==> src/rtl/cache_pmem_arbiter.sv <==
// cache_pmem_arbiter: shares one physical-memory port between the I-cache
// and D-cache. One requester is granted at a time. Its command is latched at
// grant, and the completion is returned only to that requester.
// Optional build macro CACHE_ARB_ROUND_ROBIN_EN: ties alternate between the
// two caches. Without it, the D-cache always wins ties.
//
// state  | meaning
// IDLE   | no owner, arbitrate between pending requests
// BUSY_I | I-cache owns memory, strobe driven from latched command
// BUSY_D | D-cache owns memory, strobe driven from latched command
// DONE   | turnaround cycle after completion, no strobes, no resp
module cache_pmem_arbiter #(
    parameter int ADDR_WIDTH = 32,
    parameter int LINE_WIDTH = 256
) (
    input  logic                  clk,
    input  logic                  rst,
    input  logic                  i_pmem_read,
    input  logic [ADDR_WIDTH-1:0] i_pmem_address,
    output logic [LINE_WIDTH-1:0] i_pmem_rdata,
    output logic                  i_pmem_resp,
    input  logic                  d_pmem_read,
    input  logic                  d_pmem_write,
    input  logic [ADDR_WIDTH-1:0] d_pmem_address,
    input  logic [LINE_WIDTH-1:0] d_pmem_wdata,
    output logic [LINE_WIDTH-1:0] d_pmem_rdata,
    output logic                  d_pmem_resp,
    output logic                  pmem_read,
    output logic                  pmem_write,
    output logic [ADDR_WIDTH-1:0] pmem_address,
    output logic [LINE_WIDTH-1:0] pmem_wdata,
    input  logic [LINE_WIDTH-1:0] pmem_rdata,
    input  logic                  pmem_resp
);

    typedef enum logic [1:0] {
        IDLE   = 2'd0,
        BUSY_I = 2'd1,
        BUSY_D = 2'd2,
        DONE   = 2'd3
    } state_t;

    state_t state;
    state_t state_next;
    logic   op_write;
    logic   rd_next;
    logic   wr_next;
    logic   grant_i;
    logic   grant_d;
    logic   i_req;
    logic   d_req;
    logic   d_wins_tie;

    assign i_req = i_pmem_read;
    assign d_req = d_pmem_read | d_pmem_write;

    // Read data is broadcast to both caches; only the owner's resp qualifies it.
    assign i_pmem_rdata = pmem_rdata;
    assign d_pmem_rdata = pmem_rdata;

`ifdef CACHE_ARB_ROUND_ROBIN_EN
    logic last_grant_d;

    // Remember the most recent winner so simultaneous requests alternate.
    always_ff @(posedge clk) begin
        if (rst) begin
            last_grant_d <= 1'b0;
        end else if (grant_d) begin
            last_grant_d <= 1'b1;
        end else if (grant_i) begin
            last_grant_d <= 1'b0;
        end
    end

    assign d_wins_tie = ~last_grant_d;
`else
    assign d_wins_tie = 1'b1;
`endif

    // Next state, strobe values for the next cycle, grant pulses and owner resp.
    always_comb begin
        state_next  = state;
        rd_next     = 1'b0;
        wr_next     = 1'b0;
        grant_i     = 1'b0;
        grant_d     = 1'b0;
        i_pmem_resp = 1'b0;
        d_pmem_resp = 1'b0;
        case (state)
            IDLE: begin
                if (d_req && (!i_req || d_wins_tie)) begin
                    grant_d    = 1'b1;
                    state_next = BUSY_D;
                    // A D-cache asserting read and write together is served as a writeback.
                    wr_next    = d_pmem_write;
                    rd_next    = ~d_pmem_write;
                end else if (i_req) begin
                    grant_i    = 1'b1;
                    state_next = BUSY_I;
                    rd_next    = 1'b1;
                end
            end
            BUSY_I: begin
                i_pmem_resp = pmem_resp;
                if (pmem_resp) begin
                    state_next = DONE;
                end else begin
                    rd_next = ~op_write;
                    wr_next = op_write;
                end
            end
            BUSY_D: begin
                d_pmem_resp = pmem_resp;
                if (pmem_resp) begin
                    state_next = DONE;
                end else begin
                    rd_next = ~op_write;
                    wr_next = op_write;
                end
            end
            DONE: begin
                state_next = IDLE;
            end
            default: begin
                state_next = IDLE;
            end
        endcase
    end

    // State, registered strobes and the command latched at grant time.
    always_ff @(posedge clk) begin
        if (rst) begin
            state        <= IDLE;
            pmem_read    <= 1'b0;
            pmem_write   <= 1'b0;
            pmem_address <= '0;
            pmem_wdata   <= '0;
            op_write     <= 1'b0;
        end else begin
            state      <= state_next;
            pmem_read  <= rd_next;
            pmem_write <= wr_next;
            if (grant_d) begin
                pmem_address <= d_pmem_address;
                pmem_wdata   <= d_pmem_wdata;
                op_write     <= d_pmem_write;
            end else if (grant_i) begin
                pmem_address <= i_pmem_address;
                op_write     <= 1'b0;
            end
        end
    end

endmodule

==> config.mk <==
export PLATFORM = sky130hd
export DESIGN_NAME = cache_pmem_arbiter
export DESIGN_NICKNAME = d
export VERILOG_FILES = /design/src/rtl/cache_pmem_arbiter.sv
export SDC_FILE = /design/constraint.sdc
export NUM_CORES = 1
export LEC_CHECK = 0
export ABC_AREA = 1
export BUFFER_PORTS_ARGS = -buffer_cell sky130_fd_sc_hd__clkbuf_2
export CORE_AREA = 2 2 542 544
export CTS_BUF_LIST = sky130_fd_sc_hd__clkbuf_4 sky130_fd_sc_hd__clkbuf_8
export CTS_CLUSTER_SIZE = 12
export DETAILED_ROUTE_END_ITERATION = 6
export DIE_AREA = 0 0 544 546
export GPL_ROUTABILITY_DRIVEN = 0
export MAX_ROUTING_LAYER = met4
export PLACE_DENSITY = 0.3
export SLEW_MARGIN = 0
export SYNTH_ARGS = -nofsm -noshare
export SYNTH_HDL_FRONTEND = slang
export SYNTH_SLANG_ARGS = --single-unit
==> constraint.sdc <==
create_clock -name clk -period 2.25 [get_ports clk]
set_clock_uncertainty 0.2 [all_clocks]
set_input_delay 0.5625 -clock clk [delete_from_list [all_inputs] [get_ports clk]]
set_output_delay 0.5625 -clock clk [all_outputs]
set_load 0.01 [all_outputs]
==> results.py, run 1 <==
metrics = {
    "logic_synthesis": {
        "synthTopCellsByArea": "dfxtp_1, buf_4, nor2_1",
        "synth.top_cell.area_share": 0.397,
        "netlist_area_mm2": 0.0148,
        "post_synth_num_cell_types": 16,
        "yosys.area.top_type": "dfxtp_1",
        "syn_area_per_cell_um2": 7.36,
        "yosys_warnings": 0,
        "syn_inst": 2007,
        "ys_seq_elements": 293,
        "syn_nets": 2593,
        "seq_area_frac_synth": 0.397,
    },
    "final_layout": {
        "stdcell_area_mm2": 0.0263,
        "final_common_cell": "nor2_1",
        "syn2layout_area_growth_pct": 77.9,
        "drive_gt1_frac": 0.400,
        "nets": 3082,
        "final_cell_mix": "nor2_1, clkbuf_2, dlygate4sd3_1",
        "nFillCells": 34200,
    },
    "die": {
        "core_mm2": 0.292,
        "dieArea_mm2": 0.297,
        "die_height_um": 546,
        "rows": 199,
        "start_util": 0.0506,
        "dieWidth_um": 544,
        "io_pins": 1386,
    },
    "cts": {
        "clk_latency_ps": 830,
        "root_buffer": "clkbuf_8",
        "cts.clk_slew.worst_paths_ps": 50,
        "numCtsBuffers": 74,
        "cts.path.max_buffers": 4,
        "htree_num_levels": 3,
        "cts_sinks": 293,
        "cts_tree": "built",
    },
    "detailed_routing": {
        "wirelength_mm": 141,
        "ant_nets": 0,
        "top_layer": "met4",
        "drcViolationCount": 0,
        "dr.pass1.iters": 5,
        "via_per_inst": 2.26,
        "first_iter_violations": 719,
        "vias": 14600,
        "m1WireLength_mm": 40.8,
        "wl_met2_mm": 54.1,
        "wl_per_cell_um": 21.7,
        "wl_met3_mm": 36.5,
    },
    "sta": {
        "max_slew_margin": 0.694,
        "tightest_slew_ps": 455,
        "slew_viol_final": 0,
        "finalHoldViolCount": 0,
        "min_period_ps": 2420,
        "setup_violations": 2,
        "setup_slack_ps": -171,
        "min_period_over_period": 1.08,
        "rsz0062_at_grt": "yes",
        "max_freq_mhz": 413,
    },
    "critical_path": {
        "start_kind": "flop",
        "cp_data_required_time_ps": 1490,
        "worstPathMaxFanout": 3,
        "crit_type": "flop to output pin",
        "cp.arrival_ps": 1660,
        "worst_setup_path_end_kind": "output pin",
    },
    "grt": {
        "grt_pass1_vias": 14900,
        "antenna_found_initial": 47,
        "grt_pass1_wl_mm": 170,
        "grt_max_degree": 74,
        "grt-ovfl-total": 0,
        "track_usage": 0.0933,
    },
    "placement": {
        "io_buffers": 617,
        "place_ws_ps": -295,
        "placed_area_mm2": 0.0192,
        "dpl.hpwl_mm": 124,
    },
    "pwr": {
        "power_density_mw_per_mm2": 1190,
        "pwr-share-clk": 0.243,
        "switchingPower_mw": 13.3,
        "p_int_mw": 17.9,
        "p_leak_nw": 10.7,
        "max-vdd-ir-drop_mv": 0.512,
        "pwr-share-comb": 0.480,
        "seqPwrFrac": 0.276,
        "switching_share": 0.427,
    },
    "hold_path": {
        "hold_class": "flop to flop",
    },
    "job": {
        "drv_cap": 0,
    },
    "run_status": {
        "status": "finished with violations",
        "failed_checks": "negative setup slack",
    },
}
## layer usage
metal | up-vias | track usage
li1 | 6690 | -
met1 | 6304 | 0.0742
met2 | 1166 | 0.126
met3 | 467 | 0.105
met4 | 0 | 0.0542
met5 | - | -
## repair_timing
| item | CTS | global route |
|---|---|---|
| buffers inserted | 7 | 1 |
| hold buffers | 330 | 0 |
| endpoints found under the setup margin | 218 | 27 |
| gates resized for setup | 573 | 13 |
| endpoints found under the hold margin | 293 | 0 |
| pin swaps | 3 | 2 |
## critical path: stages (launching register included)
cell and delay [ps]:
dfxtp_4 380, inv_4 50, ha_4 160, nand2_2 60, inv_2 40, buf_8 130
## power by group through the flow
stage / clock network [mW] / logic [mW] / registers (mW)
global route: 8.24 / 16.8 / 8.85
global placement: 0 / 12.9 / 8.21
detailed placement: 0 / 12.9 / 8.25
floorplan: 0 / 5.83 / 8.89
finish: 7.58 / 15.0 / 8.62
CTS: 8.16 / 15.5 / 8.62
## registers in the layout (all words and copies together), names as in the netlist
| signal | cells |
|---|---|
| pmem_wdata | 256 |
| pmem_address | 32 |
| state | 2 |
| op_write | 1 |
| pmem_read | 1 |
| pmem_write | 1 |
## Yosys cell counts
library cell  instances
o21ai_2               1
buf_6                 5
buf_2                46
nand3_1               2
nand2_1             141
ha_1                  4
nor2_1              553
or2_2                 1
a21oi_1              34
inv_1               106
dfxtp_1             293
buf_4               525
buf_1                 2
clkbuf_1             36
o21ai_0             214
o21ai_1              44
## area by class of cell
| cell class | instances | area [um^2] | area share |
|---|---|---|---|
| Antenna cell | 14 | 35.0 | 0.00133 |
| Clock buffer | 112 | 1420 | 0.0541 |
| Clock inverter | 12 | 161 | 0.00614 |
| Inverter | 106 | 418 | 0.0159 |
| Multi-Input combinational cell | 994 | 4210 | 0.160 |
| Sequential cell | 293 | 6120 | 0.233 |
| Tap cell | 3919 | 4900 | 0.187 |
| Timing Repair Buffer | 1027 | 9020 | 0.343 |
## metrics by stage
stage                 util  std cells  hold slack (ps)  setup TNS, ps  total power [mW]
finish              0.0900       6477              276           -339              31.2
floorplan                -       2007              248              0              14.7
global route        0.0900       6475              250           -629              33.9
detailed placement  0.0659       6001              271           -402              21.2
CTS                 0.0898       6462              141          -2840              32.2
global placement    0.0659       6001              265           -363              21.1
## cells by family after synthesis
group	synth area share
buffers and inverters	0.323
DFF	0.397
adders and majority gates	0.00339
and+or+nand+nor	0.177
AOI/OAI and AO/OA	0.0995
## path summary, 6_finish.rpt
kind              startpoint               to  slack, ps  depth (start not counted)
max reg2reg         state[0]        pmem_read        150                          9
min reg2reg  pmem_wdata[155]  pmem_wdata[155]        280                          2
min          pmem_wdata[155]  pmem_wdata[155]        280                          2
max                 state[0]      d_pmem_resp       -170                          5
Note: power is estimated with default switching activity, not from simulation.
==> inputs of run 2 (changes only) <==
Settings changed: ABC_AREA 1 to 0, CORE_AREA 2 2 542 544 to 2 2 537 539, DIE_AREA 0 0 544 546 to 0 0 539 541.
==> run 2 against run 1 <==
Effect of this change:
- the flow still finishes with violations (negative setup slack)
- sequential power is 9.5% lower
- die area fell by 1.8%
- non-clock buffer count fell by 12
- critical path depth is 1 lower
- critical endpoint is now i_pmem_resp
==> results.py, run 2 <==
metrics = {
    "run_status": {
        "status": "finished with violations",
        "failed_checks": "negative setup slack",
    },
    "die": {
        "rows": 197,
        "dieArea_mm2": 0.292,
        "io_pins": 1386,
        "die_height_um": 541,
        "dieWidth_um": 539,
        "start_util": 0.0506,
        "core_mm2": 0.286,
    },
    "sta": {
        "slew_viol_final": 0,
        "rsz0062_at_grt": "yes",
        "min_period_over_period": 1.11,
        "fin_setup_tns_ps": -601,
        "min_period_ps": 2510,
        "max_freq_mhz": 399,
        "setup_violations": 6,
        "finalHoldViolCount": 0,
        "setup_slack_ps": -257,
        "max_slew_margin": 0.532,
        "tightest_slew_ps": 695,
    },
    "cts": {
        "clk_latency_ps": 870,
        "cts.clk_slew.worst_paths_ps": 50,
        "cts_tree": "built",
        "numCtsBuffers": 76,
        "root_buffer": "clkbuf_8",
        "cts_sinks": 293,
        "cts.path.max_buffers": 4,
        "htree_num_levels": 3,
    },
    "pwr": {
        "max-vdd-ir-drop_mv": 0.598,
        "p_leak_nw": 9.99,
        "p_int_mw": 16.3,
        "switchingPower_mw": 11.4,
        "seqPwrFrac": 0.281,
        "power_mw": 27.8,
        "pwr-share-comb": 0.437,
        "power_density_mw_per_mm2": 1050,
        "pwr-share-clk": 0.282,
        "switching_share": 0.412,
    },
    "grt": {
        "grt_pass1_vias": 15400,
        "antenna_found_initial": 69,
        "grt-ovfl-total": 0,
        "grt_pass1_wl_mm": 191,
        "track_usage": 0.107,
        "grt_max_degree": 71,
    },
    "logic_synthesis": {
        "syn_inst": 1842,
        "post_synth_num_cell_types": 26,
        "netlist_top_cells_count": "buf_4, nand2_1, dfxtp_1",
        "syn_nets": 2428,
        "yosys.area.top_type": "dfxtp_1",
        "synth.top_cell.area_share": 0.405,
        "syn_area_per_cell_um2": 7.87,
        "async_flop_share": 0,
        "ys_seq_elements": 293,
        "synthTopCellsByArea": "dfxtp_1, buf_4, nand2_1",
        "netlist_area_mm2": 0.0145,
        "seq_area_frac_synth": 0.405,
        "synth-edff-count": 0,
        "ys.flop_type": "dfxtp_1",
        "yosys_warnings": 0,
    },
    "hold_path": {
        "hold_class": "primary input to flop",
        "holdPathEnd": "state[0]",
        "hp-start": "i_pmem_read",
        "min_path_cells": 5,
    },
    "detailed_routing": {
        "wirelength_mm": 158,
        "vias": 14900,
        "dr.pass1.iters": 5,
        "first_iter_violations": 634,
        "wl_per_cell_um": 25.6,
        "drcViolationCount": 0,
        "ant_nets": 0,
        "via_per_inst": 2.41,
    },
    "critical_path": {
        "reg2reg_from": "state[1]",
        "worstPathMaxFanout": 3,
        "worst_setup_path_end_kind": "output pin",
        "critPathTopFamily": "flip-flops",
        "cp.arrival_ps": 1740,
        "crit_type": "flop to output pin",
        "regToRegEndpoint": "pmem_wdata[41]",
        "cp_cell_sequence": "inv_4 -> ha_4 -> and2_4 -> clkbuf_16",
        "start_kind": "flop",
        "r2r_setup_slack_ps": 100,
        "crit_slowest_cell": "dfxtp_4",
        "reg2reg_depth": 9,
        "path_depth": 4,
        "max_stage_delay_ps": 380,
        "path_buf_inv": 2,
        "cp_data_required_time_ps": 1490,
    },
    "final_layout": {
        "drive_gt1_frac": 0.442,
        "top_regs": "pmem_wdata (256), pmem_address (32), state (2)",
        "nets": 2899,
        "syn2layout_area_growth_pct": 81.8,
        "final_cell_mix": "nand2_1, clkbuf_2, dlygate4sd3_1",
        "largest_reg_flops": 256,
        "final_common_cell": "nand2_1",
        "nFillCells": 33500,
        "regMostFlops": "pmem_wdata",
    },
    "placement": {
        "dpl.hpwl_mm": 138,
        "io_buffers": 617,
    },
    "job": {
        "drv_cap": 0,
    },
}
## run 2: changes by cell type after synthesis, moves of 14 or more
cell | previous run | this run
nor2_1 | 553 | 34
nand2_1 | 141 | 515
a21oi_1 | 34 | 257
o21ai_0 | 214 | 12
inv_1 | 106 | 3
a211oi_1 | 0 | 35
or4b_1 | 0 | 32
o21ai_1 | 44 | 21
buf_2 | 46 | 60
## run 2: cells by family (layout without fill, tap and decap cells)
family | Yosys count | in the layout | share of synthesized area
fa+ha+maj | 4 | 4 | 0.00345
flops | 293 | 293 | 0.405
other cells | 0 | 16 | 0
compound gates | 332 | 332 | 0.122
simple gates | 588 | 588 | 0.168
buf+inv | 625 | 1150 | 0.302
## run 2: power groups by stage
stage	combinational [mW]	clock [mW]	sequential, mW
floorplan	4.29	0	7.78
global placement	10.1	0	7.41
detailed placement	10.1	0	7.44
CTS	12.4	8.31	7.70
global route	13.4	8.48	7.98
finish	12.1	7.82	7.80
## run 2: layer usage
metal	part of all wire	GRT usage
met1	0.30	0.0901
met2	0.43	0.159
met3	0.21	0.0987
met4	0.063	0.0553
met5	0	-
## run 2: final cells by class
| type | count | area (um^2) | area share |
|---|---|---|---|
| timing repair buffer | 1015 | 9440 | 0.358 |
| sequential | 293 | 6160 | 0.234 |
| tap | 3781 | 4730 | 0.180 |
| multi-input combinational | 924 | 4310 | 0.164 |
| clock buffer | 111 | 1430 | 0.0544 |
| clock inverter | 21 | 210 | 0.00798 |
| antenna | 16 | 40.0 | 0.00152 |
| inverter | 3 | 16.3 | 0.000617 |
## run 2: worst max-delay path by stage
stage                       end  slack, ps        start
2_1_floorplan   pmem_address[4]        450  d_pmem_read
3_3_place_gp   pmem_address[28]       -110  d_pmem_read
3_5_place_dp   pmem_address[28]       -120  d_pmem_read
4_1_cts             d_pmem_resp       -370     state[0]
5_1_grt             d_pmem_resp       -420     state[0]
6_report            i_pmem_resp       -260     state[1]
## run 2: worst register-to-register path, cell delays in order, from the launching register on
cell and delay, ps:
dfxtp_4 380, inv_4 50, buf_4 120, buf_4 130, ha_4 180, o21ai_4 80, buf_12 190, buf_12 270
nand2_1 240, a21oi_1 160
## run 2: timing repair
item                                   CTS  global route
endpoints found under the hold margin  287             0
hold buffers                           312             0
gates resized for setup                614           123
gates cloned                             0             0
pin swaps                                2             1
setup endpoints to repair              207           149
setup buffers                           25            12
## run 2: per-stage QoR
step	cell area [um^2]	std cells	utilization	hold slack [ps]	setup WS (ps)
2_1_floorplan	14500	1842	-	249	453
3_3_place_gp	18700	5669	0.0653	243	-114
3_5_place_dp	18700	5669	0.0653	247	-116
4_1_cts	26000	6138	0.0908	14.8	-374
5_1_grt	26300	6158	0.0919	83.1	-418
6_report	26300	6164	0.0920	152	-257
